==> src/rtl/w_io_bank.sv <==
`default_nettype none
// w_io_bank: west-edge IO bank. Per-channel output/tristate/input registering selected by a
// frame-loaded config register; the column frame bus is forwarded, optionally pipelined.
module w_io_bank #(
  parameter int NUM_IO          = 2,
  parameter int C_BITS          = 4,
  parameter int FrameBitsPerRow = 32,
  parameter int MaxFramesPerCol = 20,
  parameter int PIPE_FRAME      = 0
) (
  input  logic                         UserCLK,
  input  logic                         UserRST,
  output logic                         UserCLKo,
  input  logic [NUM_IO-1:0]            I,
  input  logic [NUM_IO-1:0]            T,
  output logic [NUM_IO-1:0]            O,
  output logic [NUM_IO-1:0]            Q,
  output logic [NUM_IO-1:0]            I_top,
  output logic [NUM_IO-1:0]            T_top,
  input  logic [NUM_IO-1:0]            O_top,
  output logic [((NUM_IO*C_BITS) > 0 ? NUM_IO*C_BITS : 1)-1:0] config_C,
  input  logic [FrameBitsPerRow-1:0]   FrameData,
  input  logic [MaxFramesPerCol-1:0]   FrameStrobe,
  output logic [FrameBitsPerRow-1:0]   FrameData_O,
  output logic [MaxFramesPerCol-1:0]   FrameStrobe_O
);

  localparam int CH_BITS    = 4 + C_BITS;
  localparam int USED_BITS  = NUM_IO * CH_BITS;
  localparam int NUM_FRAMES = (USED_BITS + FrameBitsPerRow - 1) / FrameBitsPerRow;
  localparam int CFG_BITS   = NUM_FRAMES * FrameBitsPerRow;

  generate
    if (NUM_FRAMES > MaxFramesPerCol) begin : g_bad_frames
      $error("w_io_bank: configuration needs more frames than MaxFramesPerCol");
    end
  endgenerate

  logic [CFG_BITS-1:0]   cfg;
  logic [NUM_FRAMES-1:0] strb_q;
  logic [NUM_FRAMES-1:0] rise;
  logic [NUM_IO-1:0]     oreg, treg, sync, tinv;
  logic [NUM_IO-1:0]     i_q, t_q, t_eff, s1, s2;

  assign UserCLKo = UserCLK;

  // strb_q resets to ones so a strobe already high at reset release is not an edge
  assign rise = FrameStrobe[NUM_FRAMES-1:0] & ~strb_q;

  always_ff @(posedge UserCLK) begin
    if (UserRST) begin
      cfg    <= '0;
      strb_q <= '1;
    end else begin
      strb_q <= FrameStrobe[NUM_FRAMES-1:0];
      for (int f = 0; f < NUM_FRAMES; f++) begin
        if (rise[f]) cfg[f*FrameBitsPerRow +: FrameBitsPerRow] <= FrameData;
      end
    end
  end

  generate
    for (genvar n = 0; n < NUM_IO; n++) begin : g_ch
      localparam int B = n * CH_BITS;
      assign oreg[n] = cfg[B];
      assign treg[n] = cfg[B+1];
      assign sync[n] = cfg[B+2];
      assign tinv[n] = cfg[B+3];
      if (C_BITS > 0) begin : g_taps
        assign config_C[n*C_BITS +: C_BITS] = cfg[B+4 +: C_BITS];
      end
    end
    if (C_BITS == 0) begin : g_no_taps
      assign config_C = 1'b0;
    end
    if (CFG_BITS > USED_BITS) begin : g_spare_bits
      logic unused_cfg;
      assign unused_cfg = ^cfg[CFG_BITS-1:USED_BITS];
    end
  endgenerate

  // Data flops run continuously; config only steers the output muxes.
  always_ff @(posedge UserCLK) begin
    if (UserRST) begin
      i_q <= '0;
      t_q <= '1;
      s1  <= '0;
      s2  <= '0;
    end else begin
      i_q <= I;
      t_q <= t_eff;
      s1  <= O_top;
      s2  <= s1;
    end
  end

  assign t_eff = T ^ tinv;
  assign I_top = (oreg & i_q) | (~oreg & I);
  assign T_top = (treg & t_q) | (~treg & t_eff);
  assign O     = O_top;
  assign Q     = (sync & s2) | (~sync & s1);

  generate
    if (PIPE_FRAME != 0) begin : g_pipe
      logic [FrameBitsPerRow-1:0] data_q;
      logic [MaxFramesPerCol-1:0] strb_fwd_q;
      always_ff @(posedge UserCLK) begin
        if (UserRST) begin
          data_q     <= '0;
          strb_fwd_q <= '0;
        end else begin
          data_q     <= FrameData;
          strb_fwd_q <= FrameStrobe;
        end
      end
      assign FrameData_O   = data_q;
      assign FrameStrobe_O = strb_fwd_q;
    end else begin : g_pass
      assign FrameData_O   = FrameData;
      assign FrameStrobe_O = FrameStrobe;
    end
  endgenerate

endmodule
`default_nettype wire

==> config.mk <==
export PLATFORM = sky130hd
export DESIGN_NAME = w_io_bank
export DESIGN_NICKNAME = d
export VERILOG_FILES = /design/src/rtl/w_io_bank.sv
export SDC_FILE = /design/constraint.sdc
export NUM_CORES = 1
export LEC_CHECK = 0
export CAP_MARGIN = 20
export CORE_ASPECT_RATIO = 1.25
export CORE_MARGIN = 2
export CORE_UTILIZATION = 34
export CTS_CLUSTER_SIZE = 25
export DETAILED_ROUTE_END_ITERATION = 6
export PLACE_DENSITY = 0.87
export SKIP_CTS_REPAIR_TIMING = 1
export SLEW_MARGIN = 10
export SYNTH_ARGS = -nofsm -noshare
export SYNTH_HDL_FRONTEND = slang
export SYNTH_SLANG_ARGS = --single-unit
==> constraint.sdc <==
create_clock -name UserCLK -period 3.2 [get_ports UserCLK]
set_clock_uncertainty 0.2 [all_clocks]
set_input_delay 0.96 -clock UserCLK [delete_from_list [all_inputs] [get_ports UserCLK]]
set_output_delay 0.96 -clock UserCLK [all_outputs]
set_load 0.01 [all_outputs]
==> results.py, run 1 <==
metrics = {
    "status": {
        "status": "completed",
    },
    "routing": {
        "num_vias": 918,
        "viasPerCell": 4.17,
        "drt-total-wl_um": 2520,
        "wl_per_cell_um": 11.5,
        "drc_errors": 0,
        "antenna_left": 0,
        "dr.pass1.iters": 2,
        "initialDrtViolationCount": 17,
    },
    "worst_setup_path": {
        "critPathKind": "input port to output port",
        "critPathCaptureType": "output port",
        "cp-start-kind": "input port",
        "path_cells": "clkdlybuf4s50_1 -> clkdlybuf4s50_1",
        "crit_top_cell": "clkdlybuf4s50_1",
        "slowest_delay_ps": 560,
        "cp.arrival_ps": 2010,
        "crit_required_ps": 2040,
        "worstPathMaxFanout": 2,
        "slowest_stage": "clkdlybuf4s50_1",
        "crit_family": "buffers and inverters",
        "path_buf_inv": 2,
    },
    "floorplan": {
        "start_util": 0.353,
        "rows": 26,
        "dieArea_um2": 4800,
        "dieHeight_um": 77.0,
        "core_um2": 4100,
        "io_pins": 129,
        "die_w_um": 62.4,
    },
    "sta": {
        "rsz0062_at_grt": "false",
        "fmax_ghz": 0.316,
        "drv_slew": 0,
        "hold_violations": 0,
        "fin_tns_setup_ps": 0,
        "period_share": 0.990,
        "max_slew_margin": 0.755,
        "setup_viol": 0,
        "fin_crit_ps": 3170,
        "holdWs_ps": 263,
        "worst_slew_pin_slew_ps": 367,
    },
    "clock_network": {
        "clock_latency_ps": 360,
        "cts_tree": "yes",
        "clk_pin_slew_ps": 80,
    },
    "global_route": {
        "grt_usage": 0.105,
        "grt-ovfl-total": 0,
        "grt_pass1_vias": 950,
        "grt_pass1_wl_um": 4070,
        "grt_max_degree": 16,
        "antenna_found_initial": 0,
    },
    "power": {
        "powerDensity_nw_per_um2": 439,
        "leakage_nw": 0.688,
        "ir_drop_mv": 0.295,
    },
    "synthesis": {
        "synthesis.area_um2": 1450,
        "syn_inst": 161,
        "ys_warn_count": 0,
        "synth.distinct_cells": 15,
        "synth.avg_cell_area_um2": 8.99,
        "synthFlopType": "dfxtp_1",
        "synthTopCellsByArea": "dfxtp_1 35%, buf_4 34%, a21oi_2 6.1%, nand2_1 5.7%, mux2_2 4.7%",
        "yosysSeqAreaShare": 0.346,
        "async_flop_share": 0,
        "synth_common_cells": "65 x buf_4, 25 x dfxtp_1, 22 x nand2_1",
        "synth-edff-count": 0,
        "yosysMostFrequentCell": "buf_4",
        "synth.net_count": 221,
        "ys_seq_elements": 25,
        "synth_area_leader_cell": "dfxtp_1",
        "yosysTopAreaCellShare": 0.346,
    },
    "final_layout": {
        "drive_gt1_frac": 0.256,
        "nets": 225,
        "fin_area_um2": 1740,
        "synthToLayoutAreaGrowth_pct": 20.1,
        "num-fill-cells": 425,
        "diodes": 0,
        "finish.utilization": 0.424,
    },
    "placed_design": {
        "hpwl_um": 1900,
        "dpl_cell_area_um2": 1630,
        "portBuffers": 58,
        "gp_congestion": 0.615,
    },
    "flow_run": {
        "cap_viol_max_count": 0,
    },
    "min_path": {
        "min_path_type": "flop to flop",
    },
}
## where the power goes
group	total, W	internal (W)	switching [W]	leakage [nW]
combinational	0.000130	0.0000817	0.0000488	0.426
clock	0.000303	0.000186	0.000118	0.0574
sequential	0.000329	0.000324	0.00000544	0.205
## area by class of cell
class                      instances  area (um2)  area share
multi-input combinational         67         418       0.240
clock buffer                       8        98.8      0.0569
timing repair buffer              64         651       0.374
sequential                        25         500       0.288
tap                               56        70.1      0.0403
## layer usage
metal,share of wire,up-vias,wire [um],track usage
met5,0,-,0,0
met4,0.016,0,40,0.0511
met3,0.095,12,240,0.0411
met2,0.50,46,1260,0.195
met1,0.39,416,985,0.101
li1,-,444,-,-
## cells by family (layout without fill, tap and decap cells)
kind of cell	Yosys count	count (layout)	synth area share
buffers and inverters	69	72	0.366
AOI/OAI and AO/OA	16	16	0.0812
and+or+nand+nor	43	43	0.149
muxes	6	6	0.0467
DFF	25	25	0.346
xor gates and xnor gates	2	2	0.0121
## through the flow
stage / std cells / total power, W / setup slack [ps]
3_5_place_dp: 213 / 0.000502 / -273
3_3_place_gp: 213 / 0.000500 / -228
6_report: 220 / 0.000763 / 30.5
4_1_cts: 220 / 0.000787 / -285
5_1_grt: 220 / 0.000803 / 10.5
2_1_floorplan: 161 / 0.000476 / 321
## state kept, by name, summed over array words and instances, names as in the netlist
signal  flops
i_q         2
s2          2
strb_q      1
s1          2
cfg        16
t_q         2
## worst paths after layout
kind / startpoint / to / slack [ps] / cells past startpoint
min: cfg[0]$_SDFFE_PP0P_ / cfg[0]$_SDFFE_PP0P_ / 260 / 2
min reg2reg: cfg[0]$_SDFFE_PP0P_ / cfg[0]$_SDFFE_PP0P_ / 260 / 2
max reg2reg: strb_q$_SDFF_PP1_ / cfg[1]$_SDFFE_PP0P_ / 1830 / 4
max: FrameData[9] / FrameData_O[9] / 30 / 2
## layout by cell type, fill, tap and decap left out, drive strengths merged
| cell type | n |
|---|---|
| dlymetal6s2s | 7 |
| clkdlybuf4s50 | 51 |
| dfxtp | 25 |
| a21oi | 16 |
| xor2 | 2 |
| nand2b | 1 |
| or2 | 3 |
| nor2b | 6 |
| buf | 7 |
| nand2 | 32 |
| clkbuf | 7 |
| and2b | 1 |
| mux2 | 6 |
No activity file was read; power rests on OpenSTA's default activity.
==> inputs of run 2 (changes only) <==
--- a/config.mk
+++ b/config.mk
@@ -7,7 +7,6 @@
 export LEC_CHECK = 0
 export CAP_MARGIN = 20
 export CORE_ASPECT_RATIO = 1.25
-export CORE_MARGIN = 2
 export CORE_UTILIZATION = 34
 export CTS_CLUSTER_SIZE = 25
 export DETAILED_ROUTE_END_ITERATION = 6
==> run 2 against run 1 <==
Effect of this change: hold slack improved by 1.9 ps; critical path depth did not move; core utilization rose by 0.12 points; wire length rose by 1.4%; critical path type unchanged; critical endpoint is now FrameData_O[8].
==> results.py, run 2 (same netlist as run 1, synthesis figures left out) <==
metrics = {
    "status": {
        "status": "completed",
    },
    "global_route": {
        "grt-ovfl-total": 0,
        "grt_usage": 0.122,
        "grt_pass1_vias": 935,
        "grt_max_degree": 26,
        "antenna_found_initial": 0,
        "grt_pass1_wl_um": 3960,
    },
    "sta": {
        "period_share": 0.987,
        "setup_viol": 0,
        "drv_slew": 0,
        "max_slew_margin": 0.791,
        "rsz0062_at_grt": "false",
        "fin_crit_ps": 3160,
        "fin_tns_setup_ps": 0,
        "worst_slew_pin_slew_ps": 314,
        "fmax_ghz": 0.317,
        "hold_violations": 0,
    },
    "floorplan": {
        "dieArea_um2": 4520,
        "die_w_um": 60.4,
        "rows": 26,
        "io_pins": 129,
        "start_util": 0.353,
        "dieHeight_um": 75.0,
        "core_um2": 4100,
    },
    "worst_setup_path": {
        "cp.arrival_ps": 2000,
        "path_cells": "clkdlybuf4s50_1 -> clkdlybuf4s50_1",
        "worstPathMaxFanout": 2,
        "critPathKind": "input port to output port",
        "critPathCaptureType": "output port",
        "crit_required_ps": 2040,
        "cp-start-kind": "input port",
        "slowest_stage": "clkdlybuf4s50_1",
        "crit_family": "buffers and inverters",
        "crit_top_cell": "clkdlybuf4s50_1",
        "path_buf_inv": 2,
        "slowest_delay_ps": 540,
    },
    "routing": {
        "wl_per_cell_um": 11.5,
        "drt-total-wl_um": 2560,
        "antenna_left": 0,
        "dr.pass1.iters": 4,
        "num_vias": 933,
        "viasPerCell": 4.20,
        "initialDrtViolationCount": 14,
        "drc_errors": 0,
    },
    "clock_network": {
        "clk_pin_slew_ps": 80,
        "clock_latency_ps": 370,
        "cts_tree": "yes",
    },
    "flow_run": {
        "cap_viol_max_count": 0,
    },
    "final_layout": {
        "layout_commonest_cell": "clkdlybuf4s50_1",
        "nets": 227,
        "multi_input_area_um2": 418,
        "fin_area_um2": 1740,
        "seq_area_um2": 500,
        "synthToLayoutAreaGrowth_pct": 20.4,
        "largest_register_ffs": 16,
        "num-fill-cells": 417,
        "largest-register": "cfg",
        "final_cell_mix": "50 x clkdlybuf4s50_1, 25 x dfxtp_1, 22 x nand2_1",
        "diodes": 0,
        "final_cells": 222,
        "drive_gt1_frac": 0.265,
    },
    "placed_design": {
        "dpl_cell_area_um2": 1640,
        "gp_congestion": 0.586,
        "hpwl_um": 1930,
        "portBuffers": 58,
        "dp.cells": 215,
    },
    "min_path": {
        "min_path_type": "flop to flop",
    },
    "power": {
        "p_total_w": 0.000762,
        "ir_drop_mv": 0.293,
        "swShare": 0.224,
        "leakage_nw": 0.702,
        "powerDensity_nw_per_um2": 437,
        "pwr-share-clk": 0.397,
        "p_int_w": 0.000591,
        "power_frac_seq": 0.432,
        "p_sw_w": 0.000171,
        "pwr-share-comb": 0.171,
    },
}
-- run 2: area by class of cell --
cell class	instances	share of cell area
Sequential cell	25	0.287
Tap cell	56	0.0402
Timing Repair Buffer	66	0.376
Clock buffer	8	0.0567
Multi-Input combinational cell	67	0.240
-- run 2: path summary, 6_finish.rpt --
path,from,endpoint,slack [ps],cells past startpoint
setup / recovery,FrameData[8],FrameData_O[8],40,2
hold reg to reg,s1[1]$_SDFF_PP0_,s2[1]$_SDFF_PP0_,260,1
hold / removal,s1[1]$_SDFF_PP0_,s2[1]$_SDFF_PP0_,260,1
setup reg to reg,strb_q$_SDFF_PP1_,cfg[1]$_SDFFE_PP0P_,1800,4
-- run 2: metal layers --
layer / track usage / wire [um] / vias to the layer above
met5: 0 / 0 / -
met4: 0.106 / 78 / 0
met3: 0.0344 / 193 / 13
met2: 0.201 / 1330 / 49
met1: 0.124 / 957 / 422
li1: - / - / 449
-- run 2: power by group through the flow --
stage	clock network [W]	logic [W]	registers, W
after global routing	0.000334	0.000141	0.000331
final	0.000302	0.000130	0.000329
after global placement	0.0000318	0.000131	0.000336
after detailed placement	0.0000318	0.000133	0.000337
after CTS	0.000326	0.000134	0.000329
after floorplan	0.0000257	0.000115	0.000335
-- run 2: stage by stage --
step | hold WS (ps) | utilization | setup slack [ps]
3_3_place_gp | 242 | 0.399 | -223
2_1_floorplan | 234 | - | 321
5_1_grt | 276 | 0.425 | 12.5
6_report | 265 | 0.425 | 41.9
3_5_place_dp | 254 | 0.399 | -288
4_1_cts | 268 | 0.420 | -288
